$ cat config.mk
export PLATFORM = sky130hd
export DESIGN_NAME = regfile_writeback_arbiter_flat
export DESIGN_NICKNAME = d
export VERILOG_FILES = /design/src/rtl/regfile_writeback_arbiter_if.sv /design/src/rtl/regfile_writeback_arbiter.sv /design/src/flat_wrapper.sv
export SDC_FILE = /design/constraint.sdc
export NUM_CORES = 1
export LEC_CHECK = 0
export CORE_ASPECT_RATIO = 0.7
export CORE_MARGIN = 2
export CORE_UTILIZATION = 40
export DETAILED_ROUTE_END_ITERATION = 10
export GPL_TIMING_DRIVEN = 1
export PLACE_DENSITY = 0.65
export SLEW_MARGIN = 20
export SYNTH_ARGS = -nofsm -noshare
export SYNTH_HDL_FRONTEND = slang
export SYNTH_SLANG_ARGS = --single-unit
$ cat constraint.sdc
create_clock -name clock -period 5.35 [get_ports clock]
set_input_delay 1.07 -clock clock [delete_from_list [all_inputs] [get_ports clock]]
set_output_delay 1.07 -clock clock [all_outputs]
set_load 0.02 [all_outputs]
$ cat src/rtl/regfile_writeback_arbiter_if.sv
// Bundle of the producer handshakes and the register-file write port.
// Signals:
//   alu_valid/alu_addr/alu_data/alu_ready  single-cycle ALU producer
//   mem_valid/mem_addr/mem_data/mem_ready  long-latency producer (FIFO side)
//   enc/addrc/datac                        registered register-file write port
//   busy_mask                              registers with a write still outstanding
//   fifo_count                             long-latency FIFO occupancy
// Modports: master = producers and register-file side, slave = the arbiter.
interface regfile_writeback_arbiter_if #(
    parameter int DEPTH = 4
);
    localparam int CNT_W = $clog2(DEPTH) + 1;

    logic             alu_valid;
    logic [4:0]       alu_addr;
    logic [31:0]      alu_data;
    logic             alu_ready;
    logic             mem_valid;
    logic [4:0]       mem_addr;
    logic [31:0]      mem_data;
    logic             mem_ready;
    logic             enc;
    logic [4:0]       addrc;
    logic [31:0]      datac;
    logic [31:0]      busy_mask;
    logic [CNT_W-1:0] fifo_count;

    modport master (
        output alu_valid, alu_addr, alu_data, mem_valid, mem_addr, mem_data,
        input  alu_ready, mem_ready, enc, addrc, datac, busy_mask, fifo_count
    );

    modport slave (
        input  alu_valid, alu_addr, alu_data, mem_valid, mem_addr, mem_data,
        output alu_ready, mem_ready, enc, addrc, datac, busy_mask, fifo_count
    );
endinterface

$ cat src/rtl/regfile_writeback_arbiter.sv
// Writeback arbiter in front of the single register-file write port.
// The ALU result normally wins the port; long-latency results wait in a FIFO
// and drain when the ALU is idle, or are forced through once they have been
// held off for STARVE_LIMIT consecutive cycles. Writes to r0 are consumed but
// never reach the port. busy_mask lets decode stall on uncommitted registers.
// Ports:
//   clock  rising-edge clock
//   reset  synchronous active-high reset
//   bus    arbiter side of regfile_writeback_arbiter_if (see interface header)
module regfile_writeback_arbiter #(
    parameter int DEPTH        = 4,
    parameter int STARVE_LIMIT = 3
) (
    input logic                        clock,
    input logic                        reset,
    regfile_writeback_arbiter_if.slave bus
);
    localparam int PTR_W = $clog2(DEPTH);
    localparam int CNT_W = $clog2(DEPTH) + 1;
    localparam int STV_W = $clog2(STARVE_LIMIT + 1);

    function automatic logic [31:0] onehot32(input logic [4:0] addr);
        onehot32 = 32'd1 << addr;
    endfunction

    logic [4:0]       addr_mem_r [DEPTH];
    logic [31:0]      data_mem_r [DEPTH];
    logic [DEPTH-1:0] slot_valid_r;
    logic [PTR_W-1:0] wr_ptr_r;
    logic [PTR_W-1:0] rd_ptr_r;
    logic [CNT_W-1:0] count_r;
    logic [STV_W-1:0] starve_r;
    logic             enc_r;
    logic [4:0]       addrc_r;
    logic [31:0]      datac_r;

    logic             fifo_empty_s;
    logic             fifo_full_s;
    logic             starve_hit_s;
    logic             alu_ready_s;
    logic             mem_ready_s;
    logic             push_s;
    logic             pop_s;
    logic             alu_take_s;
    logic             win_valid_s;
    logic [4:0]       win_addr_s;
    logic [31:0]      win_data_s;
    logic [STV_W-1:0] starve_next_s;
    logic [CNT_W-1:0] count_next_s;
    logic [DEPTH-1:0] slot_valid_next_s;
    logic [31:0]      busy_mask_s;

    // Handshake and arbitration decisions for the current cycle.
    always_comb begin
        fifo_empty_s = (count_r == CNT_W'(0));
        fifo_full_s  = (count_r == CNT_W'(DEPTH));
        starve_hit_s = !fifo_empty_s && (starve_r == STV_W'(STARVE_LIMIT));
        alu_ready_s  = !starve_hit_s;
        // No push-on-full even when a pop frees a slot this cycle.
        mem_ready_s  = !fifo_full_s;
        push_s       = bus.mem_valid && mem_ready_s;
        // Only entries already stored at the start of the cycle can pop.
        pop_s        = !fifo_empty_s && (starve_hit_s || !bus.alu_valid);
        alu_take_s   = bus.alu_valid && alu_ready_s;
    end

    // Select the single write source for this cycle.
    always_comb begin
        win_valid_s = 1'b0;
        win_addr_s  = 5'd0;
        win_data_s  = 32'd0;
        if (pop_s) begin
            win_valid_s = 1'b1;
            win_addr_s  = addr_mem_r[rd_ptr_r];
            win_data_s  = data_mem_r[rd_ptr_r];
        end else if (alu_take_s) begin
            win_valid_s = 1'b1;
            win_addr_s  = bus.alu_addr;
            win_data_s  = bus.alu_data;
        end else begin
            win_valid_s = 1'b0;
        end
    end

    // Next-state values for starve counter, occupancy and slot valid bits.
    always_comb begin
        starve_next_s     = starve_r;
        count_next_s      = count_r;
        slot_valid_next_s = slot_valid_r;
        // Below the limit whenever no pop happens, so the increment cannot overflow.
        if (pop_s) begin
            starve_next_s = STV_W'(0);
        end else if (!fifo_empty_s) begin
            starve_next_s = starve_r + STV_W'(1);
        end else begin
            starve_next_s = STV_W'(0);
        end
        case ({push_s, pop_s})
            2'b10:   count_next_s = count_r + CNT_W'(1);
            2'b01:   count_next_s = count_r - CNT_W'(1);
            default: count_next_s = count_r;
        endcase
        if (pop_s) begin
            slot_valid_next_s[rd_ptr_r] = 1'b0;
        end else begin
            slot_valid_next_s = slot_valid_next_s;
        end
        if (push_s) begin
            slot_valid_next_s[wr_ptr_r] = 1'b1;
        end else begin
            slot_valid_next_s = slot_valid_next_s;
        end
    end

    // Registers that are outstanding: queued entries plus the write on the port.
    always_comb begin
        busy_mask_s = 32'd0;
        for (int i = 0; i < DEPTH; i++) begin
            busy_mask_s = busy_mask_s | (slot_valid_r[i] ? onehot32(addr_mem_r[i]) : 32'd0);
        end
        busy_mask_s = busy_mask_s | (enc_r ? onehot32(addrc_r) : 32'd0);
        busy_mask_s[0] = 1'b0;
    end

    // FIFO storage, pointers, occupancy and starve counter.
    always_ff @(posedge clock) begin
        if (reset) begin
            wr_ptr_r     <= PTR_W'(0);
            rd_ptr_r     <= PTR_W'(0);
            count_r      <= CNT_W'(0);
            starve_r     <= STV_W'(0);
            slot_valid_r <= '0;
            for (int i = 0; i < DEPTH; i++) begin
                addr_mem_r[i] <= 5'd0;
                data_mem_r[i] <= 32'd0;
            end
        end else begin
            if (push_s) begin
                addr_mem_r[wr_ptr_r] <= bus.mem_addr;
                data_mem_r[wr_ptr_r] <= bus.mem_data;
                wr_ptr_r             <= wr_ptr_r + PTR_W'(1);
            end
            if (pop_s) begin
                rd_ptr_r <= rd_ptr_r + PTR_W'(1);
            end
            count_r      <= count_next_s;
            starve_r     <= starve_next_s;
            slot_valid_r <= slot_valid_next_s;
        end
    end

    // Registered write port; r0 winners are consumed without asserting enc.
    always_ff @(posedge clock) begin
        if (reset) begin
            enc_r   <= 1'b0;
            addrc_r <= 5'd0;
            datac_r <= 32'd0;
        end else if (win_valid_s && (win_addr_s != 5'd0)) begin
            enc_r   <= 1'b1;
            addrc_r <= win_addr_s;
            datac_r <= win_data_s;
        end else begin
            enc_r   <= 1'b0;
        end
    end

    assign bus.alu_ready  = alu_ready_s;
    assign bus.mem_ready  = mem_ready_s;
    assign bus.enc        = enc_r;
    assign bus.addrc      = addrc_r;
    assign bus.datac      = datac_r;
    assign bus.busy_mask  = busy_mask_s;
    assign bus.fifo_count = count_r;
endmodule
$ cat src/flat_wrapper.sv
// flat-port wrapper written by rule: the top's interface ports become plain ports
module regfile_writeback_arbiter_flat 
#(
    parameter int DEPTH        = 4,
    parameter int STARVE_LIMIT = 3
)
  (clock, reset, bus_alu_valid, bus_alu_addr, bus_alu_data, bus_mem_valid, bus_mem_addr, bus_mem_data, bus_alu_ready, bus_mem_ready, bus_enc, bus_addrc, bus_datac, bus_busy_mask, bus_fifo_count);
  regfile_writeback_arbiter_if #(.DEPTH(DEPTH)) bus_i ();
  input logic clock;
  input logic reset;
  input wire logic [$bits(bus_i.alu_valid)-1:0] bus_alu_valid;
  input wire logic [$bits(bus_i.alu_addr)-1:0] bus_alu_addr;
  input wire logic [$bits(bus_i.alu_data)-1:0] bus_alu_data;
  input wire logic [$bits(bus_i.mem_valid)-1:0] bus_mem_valid;
  input wire logic [$bits(bus_i.mem_addr)-1:0] bus_mem_addr;
  input wire logic [$bits(bus_i.mem_data)-1:0] bus_mem_data;
  output wire logic [$bits(bus_i.alu_ready)-1:0] bus_alu_ready;
  output wire logic [$bits(bus_i.mem_ready)-1:0] bus_mem_ready;
  output wire logic [$bits(bus_i.enc)-1:0] bus_enc;
  output wire logic [$bits(bus_i.addrc)-1:0] bus_addrc;
  output wire logic [$bits(bus_i.datac)-1:0] bus_datac;
  output wire logic [$bits(bus_i.busy_mask)-1:0] bus_busy_mask;
  output wire logic [$bits(bus_i.fifo_count)-1:0] bus_fifo_count;
  assign bus_i.alu_valid = bus_alu_valid;
  assign bus_i.alu_addr = bus_alu_addr;
  assign bus_i.alu_data = bus_alu_data;
  assign bus_i.mem_valid = bus_mem_valid;
  assign bus_i.mem_addr = bus_mem_addr;
  assign bus_i.mem_data = bus_mem_data;
  assign bus_alu_ready = bus_i.alu_ready;
  assign bus_mem_ready = bus_i.mem_ready;
  assign bus_enc = bus_i.enc;
  assign bus_addrc = bus_i.addrc;
  assign bus_datac = bus_i.datac;
  assign bus_busy_mask = bus_i.busy_mask;
  assign bus_fifo_count = bus_i.fifo_count;
  regfile_writeback_arbiter #(.DEPTH(DEPTH), .STARVE_LIMIT(STARVE_LIMIT)) u_core (.clock(clock), .reset(reset), .bus(bus_i));
endmodule
==> impl_metrics.toml, run 1 <==
[yosys]
synthAdderAreaFrac = 0.0142
synth_edf_count = 148
yosysMostFrequentCell = "and2_1"
ys_ff_latch = 201
synth_ff_type = "edfxtp_1"
synth_area_leaders = "edfxtp_1, dfxtp_1, and2_1, mux4_2, a22oi_1"
async_reset_ff_frac = 0
synth_nets = 949
yosys-top-cells-count = "and2_1, edfxtp_1, a22oi_1"
synth_compound_area_frac = 0.107
synthXorXnorAreaFrac = 0.00343
synth_cell_types = 47
synth_top_area_cell = "edfxtp_1"
synth.avg_cell_area_um2 = 11.9
yosysWarnings = 0
synth_area_um2 = 10200
ys_seq_area_frac = 0.539
netlist.area_leader.share = 0.435
synth_top_family_by_area = "simple AND/OR/NAND/NOR gates"
synthMuxAreaShare = 0.0826
netlist_instances = 860
yosys.area_share.simple = 0.222

[clock_tree]
cts_buffers = 20
hold_buffers = 0
root_buffer = "clkbuf_16"
cts_sinks = 201
cts_tree = "built"
path_clk_slew_ns = 0.07
cts_setup_buffers = 0
cts_resized = 0
clockBufferDepth = 3
clock_latency_ns = 0.49
htreeDepth = 1

[worst_setup_path]
reg2reg_to = "u_core.bus.datac[12]"
crit_path_end_kind = "primary output"
cpMaxStageDelayCell = "clkdlybuf4s50_1"
rr_startpoint = "u_core.addr_mem_r[1][0]"
critPathLaunchType = "flop"
r2r.worst_path.cells = 6
crit_type = "flop to primary output"
path_cells = "nand2b_1, nor3b_1, a22oi_1, nand3_1, clkdlybuf4s50_1"
max_stage_delay_ns = 0.69
reg2reg_slack_ns = 1.93
cp_data_arrival_time_ns = 2.85
required_ns = 4.28
crit_fanout = 6

[hold_path]
hold_depth = 1
hold_class = "flop to flop"
hp-start = "u_core.starve_r[0]"
whs_endpoint = "u_core.starve_r[0]"

[die]
die_area_um2 = 26900
rows = 48
coreArea_um2 = 24900
die_h_um = 138
start_util = 0.411
die_w_um = 195
pin_count = 153

[route]
drt-initial-drc-count = 695
routed-via-count = 7561
dr.pass1.iters = 5
drc = 0
wl_per_cell_um = 22.6
post_drt_via_cell_ratio = 5.75
drt.antenna.violating_nets = 0
wl_um = 29700

[place]
place_congestion = 0.892
dp_cells = 1278
port_buffers = 151
place_hpwl_um = 20300

[cells_and_area]
drive_gt1_frac = 0.0981
layout.nets = 1064
area_growth_syn_to_layout_pct = 23.7
antenna_cells = 0
stdcell_count = 1314

[timing]
finClkSkew_ns = 0.00863
worst_slew_pin_slew_ns = 1.01
rsz0062_at_grt = "no"
finalCritPeriodShare = 0.733
fmax_mhz = 255
tns_ns = 0
slew_headroom = 0.327
hold_violations = 0
timing.final.max_slew_violations = 0
fin_crit_ns = 3.92
setup_violations = 0

[flow_run]
drv_cap = 0

[global_route]
grt_max_degree = 91
grt_pass1_vias = 7308
grt_overflow = 0
grt_pass1_wl_um = 45200
grt_usage = 0.221
antenna_found_initial = 0

[status]
status = "finished, final reports clean"

[pwr]
p_leak_nw = 4.29
max-vdd-ir-drop_mv = 0.205
p_per_area_nw_per_um2 = 374
==> final cells by class <==
type / instances / area, um2
Inverter: 9 / 33.8
Sequential cell: 201 / 5510
Fill cell: 2200 / 12200
Clock buffer: 25 / 561
Clock inverter: 11 / 103
Timing Repair Buffer: 162 / 1590
Tap cell: 325 / 407
Multi-Input combinational cell: 581 / 4440
==> registers in the layout (all words and copies together), names as in the netlist, named ones only <==
register               flops
u_core.rd_ptr_r            2
u_core.bus.datac          32
u_core.addr_mem_r         20
u_core.bus.fifo_count      3
u_core.starve_r            2
u_core.bus.enc             1
u_core.wr_ptr_r            2
u_core.data_mem_r        128
u_core.bus.addrc           5
u_core.slot_valid_r        4
==> kinds of logic after synthesis <==
kind of cell / after synthesis
compound gates: 148
xor+xnor: 4
fa+ha+maj: 11
buf+inv: 78
flops: 201
mux: 38
other cells: 1
simple gates: 379
==> per-stage QoR <==
| stage | setup WS, ns | hold slack, ns | utilization | cell area (um2) | total power [W] |
|---|---|---|---|---|---|
| 2_1_floorplan | 2.09 | 0.396 | - | 10200 | 0.00286 |
| 3_3_place_gp | 1.46 | 0.407 | 0.481 | 12000 | 0.00333 |
| 3_5_place_dp | 1.43 | 0.412 | 0.482 | 12000 | 0.00335 |
| 4_1_cts | 1.51 | 0.425 | 0.508 | 12600 | 0.00476 |
| 5_1_grt | 1.31 | 0.431 | 0.508 | 12600 | 0.00494 |
| 6_report | 1.43 | 0.422 | 0.508 | 12600 | 0.00473 |
==> layout by cell type, fill, tap and decap left out, types with 4 or more instances in the layout <==
cell type        count
clkdlybuf4s50_1    150
and2_1             149
edfxtp_1           148
a22oi_1             66
nor2_1              52
dfxtp_1             51
mux4_2              37
nand4b_1            34
o31ai_1             32
nand2_1             31
nand3_1             29
clkbuf_16           21
o22ai_1             18
nor3b_1             18
nand3b_1            16
o221ai_1            12
buf_4               11
a21oi_1             10
nor3_1              10
ha_1                10
inv_1                8
nand2b_1             6
and3_1               5
clkinv_1             5
and3b_1              4
or2_2                4
or3b_1               4
==> per-layer routing <==
layer  vias up  part of all wire  track usage
li1       3499                 -            -
met1      3703              0.48        0.341
met2       319              0.42        0.317
met3        40             0.083       0.0504
met4         0             0.016       0.0433
met5         -                 0            0
==> worst max-delay path: cells and delay by family (launching register included) <==
| family | cells | cell delay, ns |
|---|---|---|
| and+or+nand+nor | 3 | 1.07 |
| buffers and inverters | 1 | 0.69 |
| DFF | 1 | 0.47 |
| AOI/OAI and AO/OA | 1 | 0.14 |
==> worst max-delay path by stage <==
| stage | start | end | slack (ns) | cells past startpoint |
|---|---|---|---|---|
| after global routing | u_core.addr_mem_r[1][2] | bus_busy_mask[10] | 1.31 | 5 |
| after detailed placement | bus_mem_valid | u_core.data_mem_r[0][21] | 1.43 | 6 |
| after CTS | u_core.addr_mem_r[1][2] | bus_busy_mask[11] | 1.51 | 5 |
| final | u_core.addr_mem_r[1][2] | bus_busy_mask[9] | 1.43 | 5 |
| after global placement | bus_mem_valid | u_core.data_mem_r[0][20] | 1.46 | 6 |
| after floorplan | bus_mem_valid | u_core.addr_mem_r[0][0] | 2.09 | 6 |
==> power breakdown <==
part | total [W] | switching [W] | internal [W]
combinational | 0.00126 | 0.000697 | 0.000560
clock | 0.00142 | 0.000581 | 0.000838
sequential | 0.00205 | 0.000173 | 0.00188
total | 0.00473 | 0.00145 | 0.00328
(Power assumes the default switching activity.)
==> run 2, diff against run 1 <==
- clock period: 5.35 -> 3.8 ns (I/O delays scaled with it)
==> run 2 against run 1 <==
Global-route usage shrank 0.44 points. Clock power is 23% higher. Die area is the same. Power rose by 36%. Non-clock buffer count is 8 higher. Sequential share of layout area is 0.11 points higher. Sequential power is 40% higher. Clock skew grew 0.012 ns. Largest power group unchanged.
==> impl_metrics.toml, run 2 (synthesized netlist as in run 1, its figures left out) <==
[status]
status = "finished, final reports clean"

[cells_and_area]
fillCellCount = 2201
drive_gt1_frac = 0.102
final_cell_mix = "clkdlybuf4s50_1, and2_1, edfxtp_1"
largest_register = "u_core.data_mem_r"
area_growth_syn_to_layout_pct = 23.4
largest_reg_flops = 128
design_area_um2 = 12600
stdcell_count = 1321
layout.nets = 1071
layout_commonest_cell = "clkdlybuf4s50_1"

[clock_tree]
htreeDepth = 1
cts_tree = "built"
cts_buffers = 19
root_buffer = "clkbuf_16"
path_clk_slew_ns = 0.07
clock_latency_ns = 0.50
hold_buffers = 0
clockBufferDepth = 3
cts_resized = 0
cts_setup_buffers = 0
cts_sinks = 201

[route]
routed-via-count = 7737
post_drt_via_cell_ratio = 5.86
dr.pass1.iters = 5
drc = 0
wl_um = 29500
drt-initial-drc-count = 893
drt.antenna.violating_nets = 0
wl_per_cell_um = 22.4

[pwr]
pwr-share-comb = 0.283
p_sw_frac = 0.316
p_clk_frac = 0.272
power.switching_w = 0.00204
seqPwrFrac = 0.445
p_per_area_nw_per_um2 = 511
power.internal_w = 0.00440
max-vdd-ir-drop_mv = 0.297
p_leak_nw = 4.29

[die]
die_h_um = 138
coreArea_um2 = 24900
start_util = 0.411
rows = 48
die_area_um2 = 26900
pin_count = 153
die_w_um = 195

[flow_run]
drv_cap = 0

[timing]
fmax_mhz = 287
timing.hold.ws_ns = 0.429
finalCritPeriodShare = 0.917
fin_crit_ns = 3.48
timing.final.max_slew_violations = 0
tns_ns = 0
hold_violations = 0
worst_slew_pin_slew_ns = 0.816
slew_headroom = 0.456
rsz0062_at_grt = "no"
finClkSkew_ns = 0.0202
setup_violations = 0

[worst_setup_path]
r2r.worst_path.cells = 5
max_stage_delay_ns = 0.64
required_ns = 3.04
crit_path_end_kind = "primary output"
critPathLaunchType = "flop"
cpMaxStageDelayCell = "clkdlybuf4s50_1"
critPathTopFamily = "simple AND/OR/NAND/NOR gates"
worst-path-stages = 5
crit_fanout = 6
cp_num_buf_inv = 1
crit_type = "flop to primary output"
path_cells = "nand2b_1, nor3b_1, nand3_1, o211ai_1, clkdlybuf4s50_1"
cp_data_arrival_time_ns = 2.72

[global_route]
use_met2 = 0.307
grt.busiest_layer = "met1"
grt_max_degree = 79
antenna_found_initial = 1
grt_pass1_wl_um = 44400
grt_overflow = 0
met3_usage = 0.0507
grt_pass1_vias = 7219
grt_util_met1 = 0.334
grt_usage = 0.217

[place]
place_congestion = 0.997
dp_cells = 1286
postPlaceCellArea_um2 = 12100
port_buffers = 151
place_hpwl_um = 20500

[hold_path]
hold_class = "flop to flop"
hold_depth = 1
## run 2: cell types whose count changed in the layout (fill, tap and decap cells not counted), sizes merged
cell / delta
clkbuf: +2
buf: +8
inv: +1
diode: +1
bufinv: -2
clkinv: -3
## run 2: metrics by stage
step	util	setup slack [ns]	power (W)
floorplan	-	0.788	0.00402
global placement	0.485	0.778	0.00472
detailed placement	0.485	0.739	0.00474
CTS	0.507	0.411	0.00648
global route	0.507	0.249	0.00672
finish	0.507	0.316	0.00644
## run 2: final timing paths
kind                               end               startpoint  slack [ns]
setup / recovery     bus_busy_mask[19]  u_core.addr_mem_r[1][2]        0.32
hold / removal      u_core.starve_r[0]       u_core.starve_r[0]        0.43
setup reg to reg  u_core.bus.datac[23]  u_core.addr_mem_r[3][3]        0.92
hold reg to reg     u_core.starve_r[0]       u_core.starve_r[0]        0.43
## run 2: cell type report
type,count,area [um2],share of cell area
Multi-Input combinational cell,581,4430,0.351
Clock buffer,27,515,0.0409
Inverter,9,33.8,0.00268
Clock inverter,7,36.3,0.00288
Timing Repair Buffer,170,1670,0.133
Tap cell,325,407,0.0323
Antenna cell,1,2.50,0.000199
Sequential cell,201,5510,0.437
## run 2: routing by layer
layer  routed length, um  up-vias
met5                   0        -
met4                 520        0
met3                2640       56
met2               12400      383
met1               13900     3793
li1                    -     3505
## run 2: power by group through the flow
| stage | combinational (W) | sequential (W) | clock (W) |
|---|---|---|---|
| floorplan | 0.00113 | 0.00290 | 0 |
| finish | 0.00182 | 0.00287 | 0.00175 |
| detailed placement | 0.00183 | 0.00291 | 0 |
| global placement | 0.00182 | 0.00290 | 0 |
| global route | 0.00196 | 0.00289 | 0.00186 |
| CTS | 0.00184 | 0.00286 | 0.00178 |
